$ cat src/rtl/palette_ctrl_if.sv
// CPU-side palette bus: one entry per cycle, writes and reads always target the back bank.
interface palette_ctrl_if #(
  parameter int unsigned ADDR_BITS = 6,
  parameter int unsigned CH_BITS   = 4
);
  localparam int unsigned W = 3 * CH_BITS;

  logic [ADDR_BITS-1:0] bus_addr;
  logic [W-1:0]         bus_wrdata;
  logic                 bus_wren;
  logic [W-1:0]         bus_rddata;

  modport master (
    output bus_addr, bus_wrdata, bus_wren,
    input  bus_rddata
  );

  modport slave (
    input  bus_addr, bus_wrdata, bus_wren,
    output bus_rddata
  );
endinterface

$ cat src/rtl/palette_ctrl.sv
// Double-buffered colour palette with vsync-synchronised bank swap and a
// frame-paced brightness fade applied on the video lookup path.
module palette_ctrl #(
  parameter int unsigned ADDR_BITS = 6,
  parameter int unsigned CH_BITS   = 4
) (
  input  logic                 clk,
  input  logic                 reset_n,
  palette_ctrl_if.slave        bus,
  input  logic                 swap_req,
  output logic                 swap_pending,
  input  logic                 vsync,
  input  logic                 fade_wr,
  input  logic [CH_BITS-1:0]   fade_target,
  input  logic [3:0]           fade_rate,
  output logic                 fade_busy,
  output logic [CH_BITS-1:0]   brightness,
  input  logic [ADDR_BITS-1:0] palidx,
  output logic [CH_BITS-1:0]   pal_r,
  output logic [CH_BITS-1:0]   pal_g,
  output logic [CH_BITS-1:0]   pal_b
);

  localparam int unsigned W     = 3 * CH_BITS;
  localparam int unsigned DEPTH = 1 << ADDR_BITS;
  localparam int unsigned PW    = 2 * CH_BITS + 1;
  localparam logic [CH_BITS-1:0] B_MAX = '1;

  typedef enum logic {ST_IDLE, ST_RUN} state_t;

  // Both banks live in one array; the MSB of the index is the bank select.
  logic [W-1:0]         r_mem [2*DEPTH];
  logic [ADDR_BITS:0]   w_back_addr;
  logic [ADDR_BITS:0]   w_front_addr;

  logic [W-1:0]         r_rddata;
  logic [W-1:0]         r_s1_pix;
  logic [CH_BITS-1:0]   r_s1_bright;
  logic [CH_BITS-1:0]   r_pal_r, r_pal_g, r_pal_b;

  state_t               r_state, w_state;
  logic                 r_front_bank, w_front_bank;
  logic                 r_swap_pending, w_swap_pending;
  logic [CH_BITS-1:0]   r_bright, w_bright;
  logic [CH_BITS-1:0]   r_target, w_target;
  logic [3:0]           r_rate, w_rate;
  logic [3:0]           r_cnt, w_cnt;
  logic [CH_BITS-1:0]   w_step;

  assign w_back_addr  = {~r_front_bank, bus.bus_addr};
  assign w_front_addr = {r_front_bank, palidx};

  function automatic logic [CH_BITS-1:0] scale_ch(input logic [CH_BITS-1:0] c,
                                                  input logic [CH_BITS-1:0] b);
    logic [PW-1:0] p;
    p = PW'(c) * (PW'(b) + PW'(1));
    return CH_BITS'(p >> CH_BITS);
  endfunction

  // Palette storage: deliberately unreset so contents survive a reset pulse.
  always_ff @(posedge clk) begin
    if (bus.bus_wren) r_mem[w_back_addr] <= bus.bus_wrdata;
  end

  // CPU readback and the two-stage video pipeline; brightness travels with the
  // pixel so a swap and a fade step on the same vsync hit the same pixel.
  always_ff @(posedge clk or negedge reset_n) begin
    if (!reset_n) begin
      r_rddata    <= '0;
      r_s1_pix    <= '0;
      r_s1_bright <= '0;
      r_pal_r     <= '0;
      r_pal_g     <= '0;
      r_pal_b     <= '0;
    end else begin
      r_rddata    <= r_mem[w_back_addr];
      r_s1_pix    <= r_mem[w_front_addr];
      r_s1_bright <= r_bright;
      r_pal_r     <= scale_ch(r_s1_pix[W-1 -: CH_BITS], r_s1_bright);
      r_pal_g     <= scale_ch(r_s1_pix[2*CH_BITS-1 -: CH_BITS], r_s1_bright);
      r_pal_b     <= scale_ch(r_s1_pix[CH_BITS-1:0], r_s1_bright);
    end
  end

  always_ff @(posedge clk or negedge reset_n) begin
    if (!reset_n) begin
      r_state        <= ST_IDLE;
      r_front_bank   <= 1'b0;
      r_swap_pending <= 1'b0;
      r_bright       <= B_MAX;
      r_target       <= B_MAX;
      r_rate         <= '0;
      r_cnt          <= '0;
    end else begin
      r_state        <= w_state;
      r_front_bank   <= w_front_bank;
      r_swap_pending <= w_swap_pending;
      r_bright       <= w_bright;
      r_target       <= w_target;
      r_rate         <= w_rate;
      r_cnt          <= w_cnt;
    end
  end

  // Next-state: bank swap handshake and fade FSM.
  always_comb begin
    w_state        = r_state;
    w_front_bank   = r_front_bank;
    w_swap_pending = r_swap_pending;
    w_bright       = r_bright;
    w_target       = r_target;
    w_rate         = r_rate;
    w_cnt          = r_cnt;
    w_step         = r_bright;

    if (r_target > r_bright) begin
      if (r_bright != B_MAX) w_step = r_bright + CH_BITS'(1);
    end else if (r_target < r_bright) begin
      if (r_bright != '0) w_step = r_bright - CH_BITS'(1);
    end

    if (vsync && (r_swap_pending || swap_req)) begin
      w_front_bank   = ~r_front_bank;
      w_swap_pending = 1'b0;
    end else if (swap_req) begin
      w_swap_pending = 1'b1;
    end

    if (fade_wr) begin
      w_target = fade_target;
      w_rate   = fade_rate;
      w_cnt    = '0;
      w_state  = (fade_target != r_bright) ? ST_RUN : ST_IDLE;
    end else begin
      case (r_state)
        ST_IDLE: w_state = ST_IDLE;
        ST_RUN: begin
          if (vsync) begin
            if (r_rate == 4'd0) begin
              w_bright = r_target;
            end else if (r_cnt >= r_rate) begin
              w_bright = w_step;
              w_cnt    = '0;
            end else begin
              w_cnt = r_cnt + 4'd1;
            end
            if (w_bright == r_target) w_state = ST_IDLE;
          end
        end
        default: w_state = ST_IDLE;
      endcase
    end
  end

  assign bus.bus_rddata = r_rddata;
  assign swap_pending   = r_swap_pending;
  assign fade_busy      = (r_state == ST_RUN);
  assign brightness     = r_bright;
  assign pal_r          = r_pal_r;
  assign pal_g          = r_pal_g;
  assign pal_b          = r_pal_b;

endmodule

$ cat src/flat_wrapper.sv
// flat-port wrapper written by rule: the top's interface ports become plain ports
module palette_ctrl_flat 
#(
  parameter int unsigned ADDR_BITS = 6,
  parameter int unsigned CH_BITS   = 4
)
  (clk, reset_n, swap_req, swap_pending, vsync, fade_wr, fade_target, fade_rate, fade_busy, brightness, palidx, pal_r, pal_g, pal_b, bus_bus_addr, bus_bus_wrdata, bus_bus_wren, bus_bus_rddata);
  palette_ctrl_if #(.ADDR_BITS(ADDR_BITS), .CH_BITS(CH_BITS)) bus_i ();
  input  logic clk;
  input  logic reset_n;
  input  logic swap_req;
  output logic swap_pending;
  input  logic vsync;
  input  logic fade_wr;
  input  logic [CH_BITS-1:0] fade_target;
  input  logic [3:0] fade_rate;
  output logic fade_busy;
  output logic [CH_BITS-1:0] brightness;
  input  logic [ADDR_BITS-1:0] palidx;
  output logic [CH_BITS-1:0] pal_r;
  output logic [CH_BITS-1:0] pal_g;
  output logic [CH_BITS-1:0] pal_b;
  input wire logic [$bits(bus_i.bus_addr)-1:0] bus_bus_addr;
  input wire logic [$bits(bus_i.bus_wrdata)-1:0] bus_bus_wrdata;
  input wire logic [$bits(bus_i.bus_wren)-1:0] bus_bus_wren;
  output wire logic [$bits(bus_i.bus_rddata)-1:0] bus_bus_rddata;
  assign bus_i.bus_addr = bus_bus_addr;
  assign bus_i.bus_wrdata = bus_bus_wrdata;
  assign bus_i.bus_wren = bus_bus_wren;
  assign bus_bus_rddata = bus_i.bus_rddata;
  palette_ctrl #(.ADDR_BITS(ADDR_BITS), .CH_BITS(CH_BITS)) u_core (.clk(clk), .reset_n(reset_n), .bus(bus_i), .swap_req(swap_req), .swap_pending(swap_pending), .vsync(vsync), .fade_wr(fade_wr), .fade_target(fade_target), .fade_rate(fade_rate), .fade_busy(fade_busy), .brightness(brightness), .palidx(palidx), .pal_r(pal_r), .pal_g(pal_g), .pal_b(pal_b));
endmodule
$ cat config.mk
export PLATFORM = sky130hd
export DESIGN_NAME = palette_ctrl_flat
export DESIGN_NICKNAME = d
export VERILOG_FILES = /design/src/rtl/palette_ctrl_if.sv /design/src/rtl/palette_ctrl.sv /design/src/flat_wrapper.sv
export SDC_FILE = /design/constraint.sdc
export NUM_CORES = 2
export LEC_CHECK = 0
export BUFFER_PORTS_ARGS = -buffer_cell sky130_fd_sc_hd__buf_2
export CAP_MARGIN = 40
export CORE_UTILIZATION = 50
export CTS_BUF_LIST = sky130_fd_sc_hd__clkbuf_2
export CTS_CLUSTER_DIAMETER = 40
export CTS_CLUSTER_SIZE = 16
export DETAILED_ROUTE_END_ITERATION = 8
export PLACE_DENSITY = 0.71
export SYNTH_ARGS = -nofsm -noshare
export SYNTH_HDL_FRONTEND = slang
export SYNTH_SLANG_ARGS = --single-unit
$ cat constraint.sdc
create_clock -name clk -period 7.1 [get_ports clk]
set_input_delay 1.065 -clock clk [delete_from_list [all_inputs] [get_ports clk]]
set_output_delay 1.065 -clock clk [all_outputs]
set_load 0.005 [all_outputs]
### Yosys cells after proc, flatten, opt, wreduce, memory -nomap -nowiden

Memory sizes are Yosys's and may differ from the RTL's. A register that Yosys moved wholly into a read port is not among the register bits.
Index checks and enable logic that the tools add are counted.
Widths: inputs -> output; s select.

| storage, ports and cells | value |
|---|---|
| register bits after elaboration | 35 |
| bits in writable memories | 1536 |
| bits of input ports | 38 |
| output and inout port bits | 30 |
| memories kept | 1 |

| operators by class | value |
|---|---|
| $add $sub $neg | 4 |
| $mul | 3 |
| order comparisons | 3 |
| eq/ne operators | 4 |
| muxes and demuxes | 23 |
| bitwise logic cells | 3 |
| reductions and logical operators | 11 |

Memory list:

| name | depth | width | read ports | clocked after Yosys merged registers in | write ports | RTL line | RTL |
|---|---|---|---|---|---|---|---|
| u_core.r_mem | 128 | 12 | 2 | 2 | 1 | palette_ctrl.sv:32 | `logic [W-1:0] r_mem [2*DEPTH];` |

Operators by type and width:

| operator | count |
|---|---|
| $mux 4 | 14 |
| $mul 4x9->8 | 3 |
| $add 4x1->4 const B | 2 |
| $mux 1 | 8 |
| $reduce_and 3->1 | 2 |
| $reduce_bool 2->1 | 3 |
| $add 4x1->5 const B | 1 |
| $eq 4x4->1 | 1 |
| $ge 4x4->1 | 1 |
| $gt 4x4->1 | 1 |
| $logic_not 4->1 | 1 |
| $lt 4x4->1 | 1 |
| $ne 4x4->1 | 1 |
| $ne 4x4->1 const B | 1 |
| $reduce_bool 4->1 | 1 |
| $sub 4x1->4 const B | 1 |
| $not 1->1 | 3 |
| $logic_not 1->1 | 2 |
| $ne 2x2->1 const B | 1 |
| $pmux 1 s2 | 1 |
| $logic_and 1x1->1 | 1 |
| $logic_or 1x1->1 | 1 |

### Depth between registers and ports, before layout

| logic depth | value |
|---|---|
| depth in word-level cells | 14 |
| depth in mapped cells | 15 |
| mapped depth without buffers | 14 |

### Least setup slack after synthesis

No wires, ideal clock.

| timing | value |
|---|---|
| path type | input port to flip-flop |
| start point | input port bus_bus_addr[2] |
| end point | memory u_core.r_mem[115][0] (netlist bit), enable pin |
| library setup time | 0.380 ns |
| arrival time | 3.346 ns |
| path slack | 3.374 ns |
| cell stages on the path | 10 |
| buffers on the path | 7 |
| path through | buf_2 > and3b_1 > clkbuf_1 > buf_2 > buf_2 > buf_2 > buf_1 > nand2_1 > clkbuf_1 > nor2_1 |

RTL lines:

| what | RTL line | RTL |
|---|---|---|
| from (decl) | flat_wrapper.sv:23 | `input wire logic [$bits(bus_i.bus_addr)-1:0] bus_bus_addr;` |
| to (decl) | palette_ctrl.sv:32 |  |

Straight into the memory's write port.

### Worst setup path in the final report

| timing | value |
|---|---|
| start point | register u_core.r_s1_bright[0] |
| end point | register u_core.r_pal_r[3] (netlist: u_core.pal_r[3]) |

| on the way | value |
|---|---|
| word-level cells in the longest chain between the ends | 2 |

RTL lines:

| what | RTL line | RTL |
|---|---|---|
| from (decl) | palette_ctrl.sv:38 | `logic [CH_BITS-1:0] r_s1_bright;` |
| from (signal assigned) | palette_ctrl.sv:78 | `r_s1_bright <= r_bright;` |
| $add 4x1->5 | palette_ctrl.sv:56 | `p = PW'(c) * (PW'(b) + PW'(1));` |
| $mul 4x9->8 | palette_ctrl.sv:56 |  |
| to (signal assigned) | palette_ctrl.sv:79 | `r_pal_r <= scale_ch(r_s1_pix[W-1 -: CH_BITS], r_s1_bright);` |
| to (decl) | palette_ctrl.sv:39 | `logic [CH_BITS-1:0] r_pal_r, r_pal_g, r_pal_b;` |

No other way between the ends.
A chain may end at the register's enable or synchronous reset.

==> run_results.csv <==
group,metric,value,unit
sta,slew_viol_final,0,
floorplan,row_count,139,
worst_setup_path,crit_slowest_cell,"xor2_1",
detailed_routing,vias_per_cell,7.41,
worst_setup_path,crit_type,"flop to flop",
power,vdd_drop_max,392,µV
clock_network,clock_sinks,1595,
worst_setup_path,crit_buf_inv,1,
power,power_frac_comb,17.0,%
power,p_int,0.0136,W
place,port_buffers,67,
sta,max-slew-margin-rel,16.4,%
yosys,synth.largest_area_cell,"edfxtp_1",
floorplan,core,0.143,mm²
worst_setup_path,critPathArrivalTime,5.70,ns
worst_setup_path,cp-start-kind,"flop",
worst_setup_path,crit_path_max_incr_delay,0.66,ns
power,power_switching,0.00602,W
yosys,ys_ff_latch,1595,
detailed_routing,dr.pass1.iters,7,
clock_network,insertion_delay,1.83,ns
yosys,ys_top_cells_by_area,"edfxtp_1, mux4_2, a22oi_1",
hold_path,hold_end,"u_core.r_mem[79][2]",
clock_network,cts_tree,"done",
sta,setup_violations,0,
global_route,grt_pass1_vias,45600,
final_layout,drive_gt1_share,28.2,%
yosys,ys_warn_count,0,
floorplan,dieArea,0.146,mm²
clock_network,cts.root.buffer_cell,"clkbuf_2",
yosys,yosysTopAreaCellShare,63.9,%
yosys,synth_common_cells,"edfxtp_1, a22oi_1, mux4_2, nor2_1, clkbuf_1",
sta,fin_crit,4.08,ns
global_route,grt_overflow,0,
yosys,post_synth_instance_area,0.0722,mm²
sta,worstMarginPinSlew,1.25,ns
hold_path,holdPathStages,3,
yosys,syn_nets,4215,
hold_path,holdCritStartpoint,"bus_bus_addr[0]",
clock_network,cts_buffer_depth,3,
power,switching_share,30.7,%
sta,rsz0062_at_grt,"false",
power,p_per_area,246,mW/mm²
floorplan,die_h,382,µm
yosys,async_flop_share,3.70,%
final_layout,syn_to_final_growth,10.4,%
worst_setup_path,required,8.71,ns
detailed_routing,post_drt_wl_per_cell,36.8,µm
yosys,synth_compound_area_share,10.4,%
yosys,syn-instance-count,4123,
detailed_routing,routed_wl,235000,µm
power,p_clk_share,28.2,%
yosys,yosys-mux-area-fraction,16.5,%
final_layout,fillers,10800,
clock_network,cts_buffers,186,
power,cellLeakagePower,24.8,nW
clock_network,clk_pin_slew,0.28,ns
clock_network,postCtsSetupBuffers,0,
detailed_routing,detailroute.via_count,47300,
yosys,synth-xor-area-share,0.327,%
hold_path,hp-class,"input port to flop",
worst_setup_path,path_max_fanout,12,
yosys,synth_enable_flop_cells,1536,
run,drv_cap,0,
detailed_routing,drt_iter0_drc,8158,
worst_setup_path,cp-end-kind,"flop",
worst_setup_path,r2r-start,"u_core.r_s1_bright[0]",
global_route,antenna_found_initial,17,
yosys,seq_area_frac_synth,65.9,%
yosys,synth_simple_gate_area_share,3.39,%
final_layout,regArea,0.0476,mm²
global_route,grt_usage,31.8,%
final_layout,multiInputGateArea,0.0232,mm²
sta,hold_violations,0,
clock_network,cts_hold_buf,55,
yosys,synth_flop_cell,"edfxtp_1",
clock_network,cts-htree-levels,4,
sta,clock-skew-final,0.152,ns
detailed_routing,antenna_left,0,
worst_setup_path,ff2ff_path_depth,14,
place,dp_hpwl,146000,µm
global_route,grt_max_degree,100,
place,gp_congestion,0.959,
detailed_routing,drc,0,
yosys,yosysMostFrequentCell,"edfxtp_1",
sta,finalCritPeriodShare,57.5,%
yosys,synth_fa_ha_area_share,1.09,%
floorplan,die_w,382,µm
final_layout,stdcell_count,6382,
worst_setup_path,crit_chain,"ha_1 > xor2_1 > nand2_1 > fa_1 > fa_1 > inv_1 > ha_1 > nand4_1 > o21bai_1 > a21oi_1 > nor2b_1 > o21a_1 > nor2_1 > xnor2_1",
worst_setup_path,crit_family,"adder cells",
yosys,syn_area_per_cell,17.5,µm²
final_layout,nets,4403,
place,placedCellCount,5969,
clock_network,cts_resized,0,
yosys,synth_top_family_by_area,"multiplexers",
status,status,"finished, final reports clean",
sta,max_freq,245,MHz
worst_setup_path,r2r_setup_slack,3.02,ns
global_route,grt_pass1_wl,332000,µm
power,seqPwrFrac,54.8,%
floorplan,initial_core_util,50.3,%
sta,tns,0,ns
yosys,ys_types,62,
worst_setup_path,r2r_end,"u_core.pal_r[3]",
floorplan,io_pins,68,
==> per-stage QoR <==
step	power, W	setup WS [ns]	hold slack, ns	cell area (µm²)	util, %
floorplan	0.0129	3.37	0.404	72200	-
global placement	0.0141	1.89	0.466	74900	52.2
detailed placement	0.0142	2.06	0.472	76400	53.2
CTS	0.0196	2.95	0.00458	79700	55.5
global route	0.0203	2.71	0.0858	79700	55.5
finish	0.0196	3.02	0.194	79700	55.6
==> cells in the final DEF, fill, tap and decap left out, types with 22 or more instances in the layout <==
cell,instances
and2_1,32
buf_2,50
inv_8,22
o211ai_1,28
a31oi_1,48
mux2i_1,43
clkbuf_2,197
ha_1,39
nor2b_1,29
dfrtp_1,51
inv_1,32
nand3_1,27
buf_4,132
inv_6,34
buf_8,67
dlygate4sd3_1,55
o21ai_0,63
nand4_1,95
a22oi_1,504
mux4_2,499
a21oi_1,57
nand2_1,87
nor2_1,79
edfxtp_1,1536
a221oi_1,124
a41oi_1,23
nor2_2,88
mux2_2,23
a22o_1,100
==> area by class of cell <==
type / instances / area share, %
Antenna cell: 5 / 0.0157
Timing Repair Buffer: 346 / 4.53
Multi-Input combinational cell: 2149 / 29.1
Clock inverter: 154 / 2.23
Clock buffer: 197 / 1.24
Tap cell: 1903 / 2.99
Sequential cell: 1595 / 59.7
Inverter: 33 / 0.155
==> per-layer routing <==
| metal | routed length [µm] | part of all wire, % | vias to the layer above | GRT usage, % |
|---|---|---|---|---|
| met1 | 80000 | 34 | 24000 | 42.3 |
| met3 | 37500 | 16 | 725 | 11.0 |
| met2 | 105000 | 45 | 4440 | 47.2 |
| li1 | - | - | 18200 | - |
| met5 | 195 | 0.083 | - | 0 |
| met4 | 12300 | 5.2 | 22 | 15.1 |
==> worst register-to-register path: cells and delay by family (launching register included) <==
family / cells / cell delay (ns)
AOI/OAI and AO/OA: 3 / 0.52
adders and majority gates: 4 / 1.53
DFF: 1 / 0.53
buffers and inverters: 1 / 0.04
xor gates and xnor gates: 2 / 0.77
and+or+nand+nor: 4 / 0.50
==> state kept, by name, indices dropped and copies added (netlist names), 4 cells and up <==
signal                 cells
u_core.r_s1_bright         4
u_core.pal_b               4
u_core.pal_r               4
u_core.r_s1_pix           12
u_core.r_target            4
u_core.r_rate              4
u_core.r_cnt               4
u_core.brightness          4
u_core.bus.bus_rddata     12
u_core.pal_g               4
u_core.r_mem            1536
==> worst max-delay path by stage <==
stage | startpoint | to | depth (start not counted)
2_1_floorplan | bus_bus_addr[2] | u_core.r_mem[115][0] | 10
3_3_place_gp | bus_bus_addr[0] | u_core.bus.bus_rddata[3] | 11
3_5_place_dp | bus_bus_addr[0] | u_core.bus.bus_rddata[0] | 11
4_1_cts | u_core.r_s1_bright[0] | u_core.pal_r[3] | 14
5_1_grt | u_core.r_s1_bright[0] | u_core.pal_r[3] | 14
6_report | u_core.r_s1_bright[0] | u_core.pal_r[3] | 14
==> kinds of logic after synthesis <==
logic type	after synthesis
xor gates and xnor gates	27
adders and majority gates	54
muxes	565
AOI/OAI and AO/OA	1005
and+or+nand+nor	498
DFF	1595
buffers and inverters	379
==> power by group through the flow <==
stage | sequential (W) | combinational [W] | clock (W)
floorplan | 0.0108 | 0.00211 | 0
global placement | 0.0109 | 0.00314 | 0
detailed placement | 0.0109 | 0.00325 | 0
CTS | 0.0107 | 0.00330 | 0.00557
global route | 0.0108 | 0.00359 | 0.00594
finish | 0.0108 | 0.00334 | 0.00553
(Power assumes the default switching activity.)
